$ cat src/rtl/rtc_fecha_reader.sv
// Reads the RTC date registers (day 0x24, month 0x25, year 0x26) over the multiplexed AD bus.
// Optional macro BCD_CHECK_EN adds the err output and BCD/range validation at commit.
module rtc_fecha_reader #(
    parameter int unsigned STROBE = 5,
    parameter int unsigned GAP    = 8
) (
    input  logic       clock,
    input  logic       reset,
    input  logic       chs,
    input  logic [7:0] ADin,
    output logic [7:0] ADout,
    output logic       bus_oe,
    output logic       ad,
    output logic       wr,
    output logic       rd,
    output logic       cs,
    output logic [7:0] dia,
    output logic [7:0] mes,
    output logic [7:0] year,
    output logic       busy,
`ifdef BCD_CHECK_EN
    output logic       err,
`endif
    output logic       valid
);

    localparam int unsigned CW    = 6;
    localparam int unsigned A_POS = 13 + GAP;
    localparam int unsigned L_LEN = A_POS + STROBE + 6;

    localparam logic [CW-1:0] C_AD_LO  = CW'(1);
    localparam logic [CW-1:0] C_AD_HI  = CW'(5 + STROBE);
    localparam logic [CW-1:0] C_CS1_LO = CW'(2);
    localparam logic [CW-1:0] C_CS1_HI = CW'(4 + STROBE);
    localparam logic [CW-1:0] C_OE_LO  = CW'(3);
    localparam logic [CW-1:0] C_OE_HI  = CW'(12);
    localparam logic [CW-1:0] C_WR_LO  = CW'(4);
    localparam logic [CW-1:0] C_WR_HI  = CW'(3 + STROBE);
    localparam logic [CW-1:0] C_CS2_LO = CW'(A_POS);
    localparam logic [CW-1:0] C_CS2_HI = CW'(A_POS + 1 + STROBE);
    localparam logic [CW-1:0] C_RD_LO  = CW'(A_POS + 1);
    localparam logic [CW-1:0] C_RD_HI  = CW'(A_POS + STROBE);
    localparam logic [CW-1:0] C_CAP    = CW'(A_POS + STROBE);
    localparam logic [CW-1:0] C_LAST   = CW'(L_LEN - 1);

    typedef enum logic [1:0] {
        S_IDLE   = 2'd0,
        S_RUN    = 2'd1,
        S_COMMIT = 2'd2
    } state_t;

    state_t        state_q, state_d;
    logic [CW-1:0] cont_q, cont_d;
    logic [1:0]    idx_q, idx_d;
    logic          chs_q, chs_d;
    logic [7:0]    day_sh_q, day_sh_d;
    logic [7:0]    mon_sh_q, mon_sh_d;
    logic [7:0]    yr_sh_q, yr_sh_d;
    logic [7:0]    dia_q, dia_d;
    logic [7:0]    mes_q, mes_d;
    logic [7:0]    year_q, year_d;
    logic          valid_q, valid_d;
    logic          busy_q, busy_d;
    logic [7:0]    adout_q, adout_d;
    logic          oe_q, oe_d;
    logic          ad_q, ad_d;
    logic          wr_q, wr_d;
    logic          rd_q, rd_d;
    logic          cs_q, cs_d;
`ifdef BCD_CHECK_EN
    logic          err_q, err_d;

    function automatic logic bcd_ok(input logic [7:0] v, input logic [7:0] lo,
                                    input logic [7:0] hi);
        return (v[7:4] <= 4'd9) && (v[3:0] <= 4'd9) && (v >= lo) && (v <= hi);
    endfunction
`endif

    // Sequencer: start detect, transaction counter, capture and commit.
    always_comb begin
        state_d  = state_q;
        cont_d   = cont_q;
        idx_d    = idx_q;
        chs_d    = chs;
        day_sh_d = day_sh_q;
        mon_sh_d = mon_sh_q;
        yr_sh_d  = yr_sh_q;
        dia_d    = dia_q;
        mes_d    = mes_q;
        year_d   = year_q;
        valid_d  = 1'b0;
`ifdef BCD_CHECK_EN
        err_d    = err_q;
`endif
        unique case (state_q)
            S_IDLE: begin
                if (chs && !chs_q) begin
                    state_d = S_RUN;
                    cont_d  = '0;
                    idx_d   = '0;
                end
            end
            S_RUN: begin
                // Data is taken on the edge that releases rd.
                if (cont_q == C_CAP) begin
                    unique case (idx_q)
                        2'd0:    day_sh_d = ADin;
                        2'd1:    mon_sh_d = ADin;
                        default: yr_sh_d  = ADin;
                    endcase
                end
                if (cont_q == C_LAST) begin
                    cont_d = '0;
                    if (idx_q == 2'd2) begin
                        state_d = S_COMMIT;
                    end else begin
                        idx_d = 2'(idx_q + 2'd1);
                    end
                end else begin
                    cont_d = CW'(cont_q + CW'(1));
                end
            end
            S_COMMIT: begin
                state_d = S_IDLE;
`ifdef BCD_CHECK_EN
                if (bcd_ok(day_sh_q, 8'h01, 8'h31) && bcd_ok(mon_sh_q, 8'h01, 8'h12) &&
                    bcd_ok(yr_sh_q, 8'h00, 8'h99)) begin
                    dia_d   = day_sh_q;
                    mes_d   = mon_sh_q;
                    year_d  = yr_sh_q;
                    valid_d = 1'b1;
                    err_d   = 1'b0;
                end else begin
                    err_d   = 1'b1;
                end
`else
                dia_d   = day_sh_q;
                mes_d   = mon_sh_q;
                year_d  = yr_sh_q;
                valid_d = 1'b1;
`endif
            end
            default: state_d = S_IDLE;
        endcase
    end

    // Bus outputs decoded from the next counter value so the flops show the phase of cont.
    always_comb begin
        ad_d    = 1'b1;
        wr_d    = 1'b1;
        rd_d    = 1'b1;
        cs_d    = 1'b1;
        oe_d    = 1'b0;
        adout_d = 8'hFF;
        busy_d  = (state_d != S_IDLE);
        if (state_d == S_RUN) begin
            ad_d = !((cont_d >= C_AD_LO) && (cont_d <= C_AD_HI));
            cs_d = !(((cont_d >= C_CS1_LO) && (cont_d <= C_CS1_HI)) ||
                     ((cont_d >= C_CS2_LO) && (cont_d <= C_CS2_HI)));
            // wr falls together with the address so the pulse is STROBE clocks wide.
            wr_d = !((cont_d >= C_WR_LO) && (cont_d <= C_WR_HI));
            rd_d = !((cont_d >= C_RD_LO) && (cont_d <= C_RD_HI));
            oe_d = (cont_d >= C_OE_LO) && (cont_d <= C_OE_HI);
            if ((cont_d >= C_WR_LO) && (cont_d <= C_OE_HI)) begin
                adout_d = 8'(8'h24 + 8'(idx_d));
            end
        end
    end

    always_ff @(posedge clock or negedge reset) begin
        if (!reset) begin
            state_q  <= S_IDLE;
            cont_q   <= '0;
            idx_q    <= '0;
            chs_q    <= 1'b0;
            day_sh_q <= '0;
            mon_sh_q <= '0;
            yr_sh_q  <= '0;
            dia_q    <= '0;
            mes_q    <= '0;
            year_q   <= '0;
            valid_q  <= 1'b0;
            busy_q   <= 1'b0;
            adout_q  <= 8'hFF;
            oe_q     <= 1'b0;
            ad_q     <= 1'b1;
            wr_q     <= 1'b1;
            rd_q     <= 1'b1;
            cs_q     <= 1'b1;
`ifdef BCD_CHECK_EN
            err_q    <= 1'b0;
`endif
        end else begin
            state_q  <= state_d;
            cont_q   <= cont_d;
            idx_q    <= idx_d;
            chs_q    <= chs_d;
            day_sh_q <= day_sh_d;
            mon_sh_q <= mon_sh_d;
            yr_sh_q  <= yr_sh_d;
            dia_q    <= dia_d;
            mes_q    <= mes_d;
            year_q   <= year_d;
            valid_q  <= valid_d;
            busy_q   <= busy_d;
            adout_q  <= adout_d;
            oe_q     <= oe_d;
            ad_q     <= ad_d;
            wr_q     <= wr_d;
            rd_q     <= rd_d;
            cs_q     <= cs_d;
`ifdef BCD_CHECK_EN
            err_q    <= err_d;
`endif
        end
    end

    assign ADout  = adout_q;
    assign bus_oe = oe_q;
    assign ad     = ad_q;
    assign wr     = wr_q;
    assign rd     = rd_q;
    assign cs     = cs_q;
    assign dia    = dia_q;
    assign mes    = mes_q;
    assign year   = year_q;
    assign busy   = busy_q;
    assign valid  = valid_q;
`ifdef BCD_CHECK_EN
    assign err    = err_q;
`endif

endmodule
$ cat config.mk
export PLATFORM = sky130hd
export DESIGN_NAME = rtc_fecha_reader
export DESIGN_NICKNAME = d
export VERILOG_FILES = /design/src/rtl/rtc_fecha_reader.sv
export SDC_FILE = /design/constraint.sdc
export NUM_CORES = 1
export LEC_CHECK = 0
export ABC_AREA = 1
export BUFFER_PORTS_ARGS = -buffer_cell sky130_fd_sc_hd__buf_2
export CAP_MARGIN = 10
export CORE_UTILIZATION = 45
export DETAILED_ROUTE_END_ITERATION = 6
export PLACE_DENSITY = 0.76
export SLEW_MARGIN = 15
export SYNTH_ARGS = -nofsm -noshare
export SYNTH_HDL_FRONTEND = slang
export SYNTH_SLANG_ARGS = --single-unit
$ cat constraint.sdc
create_clock -name clock -period 2.6 [get_ports clock]
set_input_delay 0.39 -clock clock [delete_from_list [all_inputs] [get_ports clock]]
set_output_delay 0.39 -clock clock [all_outputs]
set_load 0.03 [all_outputs]
==> impl_metrics.yaml, run 1 <==
worst_hold_path:
  whs_path_depth: 1
  hold_path.class: "input pin to register"
clocking:
  numCtsBuffers: 9
  ctsResizeCount: 0
  cts_root_buf: "clkbuf_8"
  clockBufferDepth: 2
  tritoncts: "built"
  clock_latency_ns: 0.34
  h-tree-depth: 3
  hold_buffers: 0
  clock_sinks: 69
  clk_pin_slew_ns: 0.08
  post_cts_buffers: 0
global_route:
  grt_pass1_wl_mm: 9.63
  grt_max_degree: 70
  grt_pass1_vias: 2143
  grt.total_usage: 0.175
  antenna_found_initial: 0
  grt-ovfl-total: 0
die:
  start_util: 0.469
  ios: 50
  core_area_mm2: 0.00639
  die_w_um: 83.6
  die_h_um: 83.6
  floorplan.die_area_mm2: 0.00698
  placementRows: 29
sta:
  worst_clock_skew_ns: 0.00873
  slew_headroom: 0.451
  achievable-frequency_mhz: 551
  finalCritPeriodShare: 0.698
  maxSlewViolCount: 0
  worst_pin_slew_ns: 0.824
  tns_ns: 0
  rsz0062_at_grt: "no"
  finalWorstPathRequiredPeriod_ns: 1.82
  setup_viol: 0
  hold_viol: 0
yosys:
  ys_seq_elements: 69
  synth_top_family_by_area: "simple AND/OR/NAND/NOR gates"
  synthTopCellsByArea: "dfrtp_1 52%, nand2_1 15%, dfstp_2 6.1%"
  ys_seq_area_frac: 0.580
  synth_mux_area_frac: 0
  synth_xor_area_frac: 0
  ys_warn_count: 0
  synth_fa_ha_area_frac: 0.0251
  synth_top_area_frac: 0.518
  ys_top_cells_by_count: "120 x nand2_1, 62 x dfrtp_1, 29 x o21ai_0"
  async_flop_share: 1.00
  yosys.area_share.simple: 0.260
  ys_types: 30
  synth_edf_count: 0
  synth_top_area_cell: "dfrtp_1"
  synth_compound_area_frac: 0.0769
  synth_cells: 330
  ys_dominant_reg_cell: "dfrtp_1"
  yosysMostFrequentCell: "nand2_1"
  netlist_area_mm2: 0.00299
  syn_area_per_cell_um2: 9.07
drt:
  wire_per_inst_um: 12.2
  via_per_inst: 4.86
  drc: 0
  dr.pass1.iters: 4
  ant_nets: 0
  wl_mm: 5.60
  drt_iter0_drc: 93
  via_count: 2239
place:
  placed_cell_area_mm2: 0.00328
  dp_hpwl_mm: 3.99
  port_buffers: 47
  place_congestion: 0.851
  dp_cells: 445
status:
  status: "completed"
final_layout:
  fin_cells: 461
  drive_gt1_frac: 0.260
  num-nets-final: 396
  final_cell_area_mm2: 0.00348
  num_antenna_cells: 0
  syn_to_final_growth_pct: 16.3
  fillerInstances: 579
critical_path:
  path_depth: 6
  crit_required_ns: 2.84
  worstPathBufferInverterCount: 1
  start_kind: "register"
  cpPeakStageDelay_ns: 0.45
  cp.arrival_ns: 2.06
  crit_chain: "inv_1 -> ha_1 -> nand2_1 -> nor3_2 -> nand3_1 -> o21ai_0"
  crit_family: "simple AND/OR/NAND/NOR gates"
  end_kind: "register"
  path_max_fanout: 16
  critPathKind: "register to register"
  reg2regPathDepth: 6
  critPathSlowestCell: "dfrtp_1"
power:
  p_leak_uw: 0.00190
  powerDensity_mw_per_mm2: 1070
  ir_drop_mv: 0.767
run:
  cap_violations: 0
-- final cells by class --
type	instances	area, um2	area share
Inverter	29	109	0.0313
Timing Repair Buffer	49	250	0.0719
Clock inverter	6	62.6	0.0180
Tap cell	77	96.3	0.0277
Clock buffer	10	138	0.0395
Multi-Input combinational cell	221	1090	0.313
Sequential cell	69	1740	0.499
-- path summary, 6_finish.rpt --
kind / start / to / slack (ns)
max in group asynchronous: reset / busy / 1.83
hold / removal: chs / chs_q / 0.17
min in group asynchronous: reset / dia[1] / 0.23
setup reg to reg: cont_q[0] / yr_sh_q[3] / 0.78
setup / recovery: cont_q[0] / yr_sh_q[3] / 0.78
hold reg to reg: dia[2] / dia[2] / 0.47
-- metrics by stage --
stage | hold WS (ns) | total power, uW | util | setup slack (ns)
floorplan | 0.0944 | 2590 | - | 0.997
global placement | 0.448 | 2840 | 0.514 | 0.862
detailed placement | 0.454 | 2880 | 0.514 | 0.813
CTS | 0.158 | 3750 | 0.545 | 0.773
global route | 0.162 | 4000 | 0.545 | 0.571
finish | 0.172 | 3720 | 0.545 | 0.785
-- registers in the layout, summed over array words and instances, names as in the netlist, 2 cells and up --
signal / flops
ADout: 3
cont_q: 6
day_sh_q: 8
dia: 8
idx_q: 2
mes: 8
mon_sh_q: 8
state_q: 2
year: 8
yr_sh_q: 8
-- cell families after synthesis --
| group | count (synthesis) |
|---|---|
| flip-flops | 69 |
| other | 1 |
| adder cells (fa/ha/maj) | 6 |
| AND/OR/NAND/NOR | 172 |
| AO/OA/AOI/OAI | 41 |
| buffers and inverters | 41 |
-- power by group --
part	switching, uW	total, uW	internal, uW	leakage [uW]
logic	898	1330	429	0.000999
clock network	398	863	465	0.0000943
registers	167	1530	1360	0.000807
-- routing by layer --
layer,wire [um],track usage,up-vias
met4,84,0.0740,0
met1,2610,0.219,1053
met3,235,0.0495,10
met2,2680,0.285,44
met5,0,0,-
li1,-,-,1132
-- worst register-to-register path, delay by kind of cell (launching register included) --
kind	cells	cell delay, ns
AO/OA/AOI/OAI	1	0.34
AND/OR/NAND/NOR	3	0.71
adder cells (fa/ha/maj)	1	0.14
flip-flops	1	0.45
buffers and inverters	1	0.08
-- placed cells by master, fill, tap and decap left out, types with 3 or more instances in the layout --
cell / count
buf_2: 47
clkinvlp_4: 3
inv_2: 5
nand2_2: 5
ha_1: 6
dfstp_2: 7
clkbuf_8: 10
nand2_1: 120
nand3_1: 16
nand3_2: 3
dfrtp_1: 62
nor2_1: 11
nor2_2: 4
inv_1: 24
a21oi_1: 6
o21ai_0: 29
Power figures use the tool's default switching activity.
==> run 2: changes to the inputs <==
--- a/config.mk
+++ b/config.mk
@@ -5,7 +5,7 @@
 export SDC_FILE = /design/constraint.sdc
 export NUM_CORES = 1
 export LEC_CHECK = 0
-export ABC_AREA = 1
+export ABC_AREA = 0
 export BUFFER_PORTS_ARGS = -buffer_cell sky130_fd_sc_hd__buf_2
 export CAP_MARGIN = 10
 export CORE_UTILIZATION = 45
==> constraint.sdc (replaced) <==
create_clock -name clock -period 1.7 [get_ports clock]
set_input_delay 0.255 -clock clock [delete_from_list [all_inputs] [get_ports clock]]
set_output_delay 0.255 -clock clock [all_outputs]
set_load 0.03 [all_outputs]
==> impl_metrics.yaml, run 2 <==
clocking:
  cts_root_buf: "clkbuf_8"
  h-tree-depth: 3
  clock_sinks: 69
  clock_latency_ns: 0.33
  tritoncts: "built"
  clockBufferDepth: 2
  numCtsBuffers: 9
  clk_pin_slew_ns: 0.07
yosys:
  async_flop_share: 1.00
  syn_area_per_cell_um2: 13.3
  ys_top_cells_by_count: "62 x dfrtp_1, 48 x mux2_2, 13 x nand2_1"
  synthTopCellsByArea: "dfrtp_1 52%, mux2_2 18%, dfstp_2 6.1%"
  netlist_area_mm2: 0.00300
  ys_seq_elements: 69
  synth_top_family_by_area: "multiplexers"
  yosys.area_share.simple: 0.0856
  ys_seq_area_frac: 0.579
  ys_dominant_reg_cell: "dfrtp_1"
  synth_top_area_frac: 0.518
  synth_edf_count: 0
  synth_fa_ha_area_frac: 0.0251
  ys_types: 49
  synth_top_area_cell: "dfrtp_1"
  synth_xor_area_frac: 0
  ys_warn_count: 0
  synth_cells: 225
  synth_compound_area_frac: 0.0860
  yosysMostFrequentCell: "dfrtp_1"
  synth_mux_area_frac: 0.184
critical_path:
  end_kind: "register"
  crit_chain: "inv_2 -> ha_4 -> or3b_4 -> o211ai_2 -> a221oi_2 -> or3_4 -> o211a_1"
  worstReg2RegEnd: "bus_oe"
  path_max_fanout: 4
  crit_family: "simple AND/OR/NAND/NOR gates"
  r2r_slack_ns: -0.22
  cp.arrival_ns: 2.15
  critPathKind: "register to register"
  timing.rr.start: "cont_q[0]"
  reg2regPathDepth: 7
  crit_required_ns: 1.93
  start_kind: "register"
  worstPathBufferInverterCount: 1
  cpPeakStageDelay_ns: 0.44
  critPathSlowestCell: "dfrtp_2"
die:
  die_w_um: 83.6
  core_area_mm2: 0.00639
  ios: 50
  placementRows: 29
  floorplan.die_area_mm2: 0.00699
  start_util: 0.469
  die_h_um: 83.6
power:
  powerDensity_mw_per_mm2: 1660
  p_leak_uw: 0.00194
  finalPower_uw: 6400
  ir_drop_mv: 1.29
final_layout:
  regArea_mm2: 0.00174
  fillerInstances: 497
  num-nets-final: 324
  fin_util: 0.603
  syn_to_final_growth_pct: 28.7
  layout_common_cells: "59 x dfrtp_1, 48 x mux2_2, 47 x buf_2, 31 x buf_4, 13 x nand2_1"
  num_antenna_cells: 0
  drive_gt1_frac: 0.561
  multiInputGateArea_mm2: 0.00120
  layout_commonest_cell: "dfrtp_1"
drt:
  wl_mm: 5.90
  drc: 0
  ant_nets: 0
  wire_per_inst_um: 15.2
  dr.pass1.iters: 4
  drt_iter0_drc: 75
  via_per_inst: 5.16
  via_count: 2008
sta:
  worst_clock_skew_ns: 0.00861
  hold_viol: 0
  setup_viol: 8
  finalCritPeriodShare: 1.13
  finalWorstPathRequiredPeriod_ns: 1.92
  maxSlewViolCount: 0
  achievable-frequency_mhz: 521
  worst_slack_ns: -0.220
  rsz0062_at_grt: "yes"
status:
  status: "complete, but fails checks"
  failed_checks: "setup timing"
worst_hold_path:
  whs_path_depth: 1
  hold_path.class: "input pin to register"
  min_from: "chs"
  hold_end: "chs_q"
global_route:
  grt_max_degree: 70
  antenna_found_initial: 0
  grt-ovfl-total: 0
  grt_pass1_vias: 2105
  grt.total_usage: 0.182
  grt_pass1_wl_mm: 10.0
place:
  dp_hpwl_mm: 4.07
  port_buffers: 47
  place_congestion: 0.908
run:
  cap_violations: 0
-- run 2: final cells by class --
type | instances | share of cell area
Tap cell | 77 | 0.0250
Clock inverter | 5 | 0.0214
Inverter | 12 | 0.0117
Multi-Input combinational cell | 133 | 0.312
Sequential cell | 69 | 0.451
Timing Repair Buffer | 82 | 0.140
Clock buffer | 11 | 0.0393
-- run 2: cells by family after synthesis --
kind of cell    Yosys count
compound gates           30
fa+ha+maj                 6
buf+inv                  24
flops                    69
mux                      49
other cells               1
simple gates             46
-- run 2: layer usage --
layer  vias to the layer above  track usage  part of all wire
li1                        952            -                 -
met1                       993        0.232              0.44
met2                        53        0.300              0.50
met3                        10       0.0425             0.043
met4                         0       0.0770             0.015
met5                         -            0                 0
-- run 2: where the power goes --
group / internal (uW) / leakage, uW / switching (uW) / total (uW)
clock network: 909 / 0.000120 / 606 / 1510
logic: 1250 / 0.000960 / 1240 / 2480
registers: 2140 / 0.000856 / 265 / 2400
total: 4290 / 0.00194 / 2110 / 6400
-- run 2: per-stage QoR --
| stage | cells | hold WS [ns] | setup WS [ns] | area, um2 | TNS (ns) |
|---|---|---|---|---|---|
| global route | 389 | 0.0506 | -0.260 | 3850 | -2.35 |
| global placement | 368 | 0.302 | -0.187 | 3540 | -2.75 |
| finish | 389 | 0.0586 | -0.220 | 3850 | -1.18 |
| CTS | 388 | 0.0408 | -0.212 | 3840 | -1.28 |
| detailed placement | 368 | 0.306 | -0.266 | 3540 | -5.11 |
| floorplan | 226 | -0.0406 | -0.195 | 3020 | -0.555 |
-- run 2: repair_timing --
action,in CTS,in global routing
hold buffers,1,0
pin swaps,3,2
resized for setup,10,4
endpoints found under the hold margin,62,0
setup buffers,3,1
endpoints found under the setup margin,34,30
-- run 2: worst max-delay path by stage --
stage	from	end	slack, ns	depth (start not counted)
2_1_floorplan	cont_q[0]	bus_oe	-0.20	7
3_3_place_gp	cont_q[1]	bus_oe	-0.19	6
3_5_place_dp	cont_q[1]	bus_oe	-0.27	6
4_1_cts	cont_q[0]	bus_oe	-0.21	7
5_1_grt	cont_q[1]	wr	-0.26	6
6_report	cont_q[0]	bus_oe	-0.22	7
-- run 2: worst register-to-register path, stage by stage (launching register included) --
cell      delay (ns)
dfrtp_2         0.44
inv_2           0.10
ha_4            0.21
or3b_4          0.37
o211ai_2        0.10
a221oi_2        0.07
or3_4           0.40
o211a_1         0.13
==> run 3: changes to the inputs <==
--- a/config.mk
+++ b/config.mk
@@ -5,7 +5,7 @@
 export SDC_FILE = /design/constraint.sdc
 export NUM_CORES = 1
 export LEC_CHECK = 0
-export ABC_AREA = 0
+export ABC_AREA = 1
 export BUFFER_PORTS_ARGS = -buffer_cell sky130_fd_sc_hd__buf_2
 export CAP_MARGIN = 10
 export CORE_UTILIZATION = 45
==> impl_metrics.yaml, run 3 (synthesized netlist as in run 1, its figures left out) <==
critical_path:
  critPathKind: "register to register"
  path_max_fanout: 7
  r2r_slack_ns: 0.03
  start_kind: "register"
  reg2regPathDepth: 11
  worstReg2RegEnd: "ADout[0]"
  crit_required_ns: 1.96
  timing.rr.start: "cont_q[1]"
  cp.arrival_ns: 1.93
  end_kind: "register"
drt:
  wl_mm: 5.90
  dr.pass1.iters: 4
  ant_nets: 0
  via_count: 2338
  via_per_inst: 4.95
  drt_iter0_drc: 113
  wire_per_inst_um: 12.5
  drc: 0
clocking:
  clk_pin_slew_ns: 0.07
  numCtsBuffers: 9
  h-tree-depth: 3
  clock_sinks: 69
  clockBufferDepth: 2
  cts_root_buf: "clkbuf_8"
  clock_latency_ns: 0.34
  tritoncts: "built"
global_route:
  antenna_found_initial: 0
  grt_pass1_vias: 2304
  grt-ovfl-total: 0
  grt.total_usage: 0.187
  grt_max_degree: 55
  grt_pass1_wl_mm: 10.3
die:
  ios: 50
  core_area_mm2: 0.00639
  die_h_um: 83.6
  placementRows: 29
  die_w_um: 83.6
  start_util: 0.469
  floorplan.die_area_mm2: 0.00698
sta:
  hold_viol: 0
  rsz0062_at_grt: "yes"
  setup_viol: 0
  finalCritPeriodShare: 0.980
  worst_clock_skew_ns: 0.00577
  finalWorstPathRequiredPeriod_ns: 1.67
  worst_pin_slew_ns: 0.728
  maxSlewViolCount: 0
  achievable-frequency_mhz: 600
  tns_ns: 0
  slew_headroom: 0.514
power:
  powerDensity_mw_per_mm2: 1650
  p_leak_uw: 0.00196
  ir_drop_mv: 1.33
run:
  cap_violations: 0
final_layout:
  num_antenna_cells: 0
  drive_gt1_frac: 0.311
  layout_commonest_cell: "nand2_1"
  num-nets-final: 407
  syn_to_final_growth_pct: 22.4
  fin_util: 0.574
  layout_common_cells: "115 x nand2_1, 61 x dfrtp_1, 47 x buf_2, 29 x o21ai_0, 22 x inv_1"
worst_hold_path:
  min_from: "chs"
  hold_path.class: "input pin to register"
  hold_end: "chs_q"
  whs_path_depth: 1
status:
  status: "completed"
place:
  port_buffers: 47
  place_congestion: 0.933
  dp_hpwl_mm: 3.99
## run 3: worst max-delay path, stage by stage, from the launching register on
cell	delay, ns
dfrtp_1	0.42
ha_4	0.19
nand3_4	0.10
nor2_4	0.06
nor2_4	0.18
nand2_2	0.10
nand2_4	0.14
nor2_4	0.06
nand2_4	0.09
inv_2	0.05
nor2_4	0.12
nand3b_1	0.09
## run 3: cell type report
cell class / instances / area [um2]
inverters: 29 / 109
clock buffers: 11 / 151
flip-flops and latches: 69 / 1740
well taps: 77 / 96.3
multi-input cells: 221 / 1180
clock inverters: 5 / 35.0
repair buffers: 60 / 355
fillers: 572 / 2720
## run 3: what timing repair did
action                                  4_1_cts  5_1_grt
hold buffers                                  1        0
resized for setup                             4       21
pin swaps                                     2       12
endpoints found under the hold margin        15        0
endpoints found under the setup margin        4        8
buffers inserted                              1        2
## run 3: through the flow
stage	area, um2	total power [uW]	setup WS (ns)	hold slack, ns	std cells
after floorplan	3000	3960	0.0973	-0.0406	331
after global placement	3350	4390	0.0735	0.184	452
after detailed placement	3350	4460	-0.0215	0.188	452
after CTS	3570	5750	0.00972	0.0223	470
after global routing	3670	6490	-0.0922	0.0237	472
final	3670	6030	0.0334	0.0353	472
## run 3: routing by layer
metal  up-vias  track usage  part of all wire  wire length, um
met2        72        0.306              0.50             2950
li1       1156            -                 -                -
met1      1101        0.230              0.42             2500
met5         -            0                 0                0
met3         9       0.0593             0.064              378
met4         0       0.0724             0.012               70
## run 3: worst max-delay path by stage
stage | start | to | slack, ns | cells after the start
finish | cont_q[1] | ADout[0] | 0.03 | 11
global route | cont_q[1] | ADout[0] | -0.09 | 10
CTS | cont_q[0] | ADout[0] | 0.01 | 11
global placement | cont_q[0] | cs | 0.07 | 9
detailed placement | cont_q[1] | ADout[0] | -0.02 | 11
floorplan | cont_q[0] | bus_oe | 0.1 | 8
## run 3: power breakdown
| group | internal (uW) | total [uW] | switching (uW) |
|---|---|---|---|
| clock | 605 | 1230 | 622 |
| combinational | 866 | 2450 | 1580 |
| sequential | 2090 | 2350 | 268 |
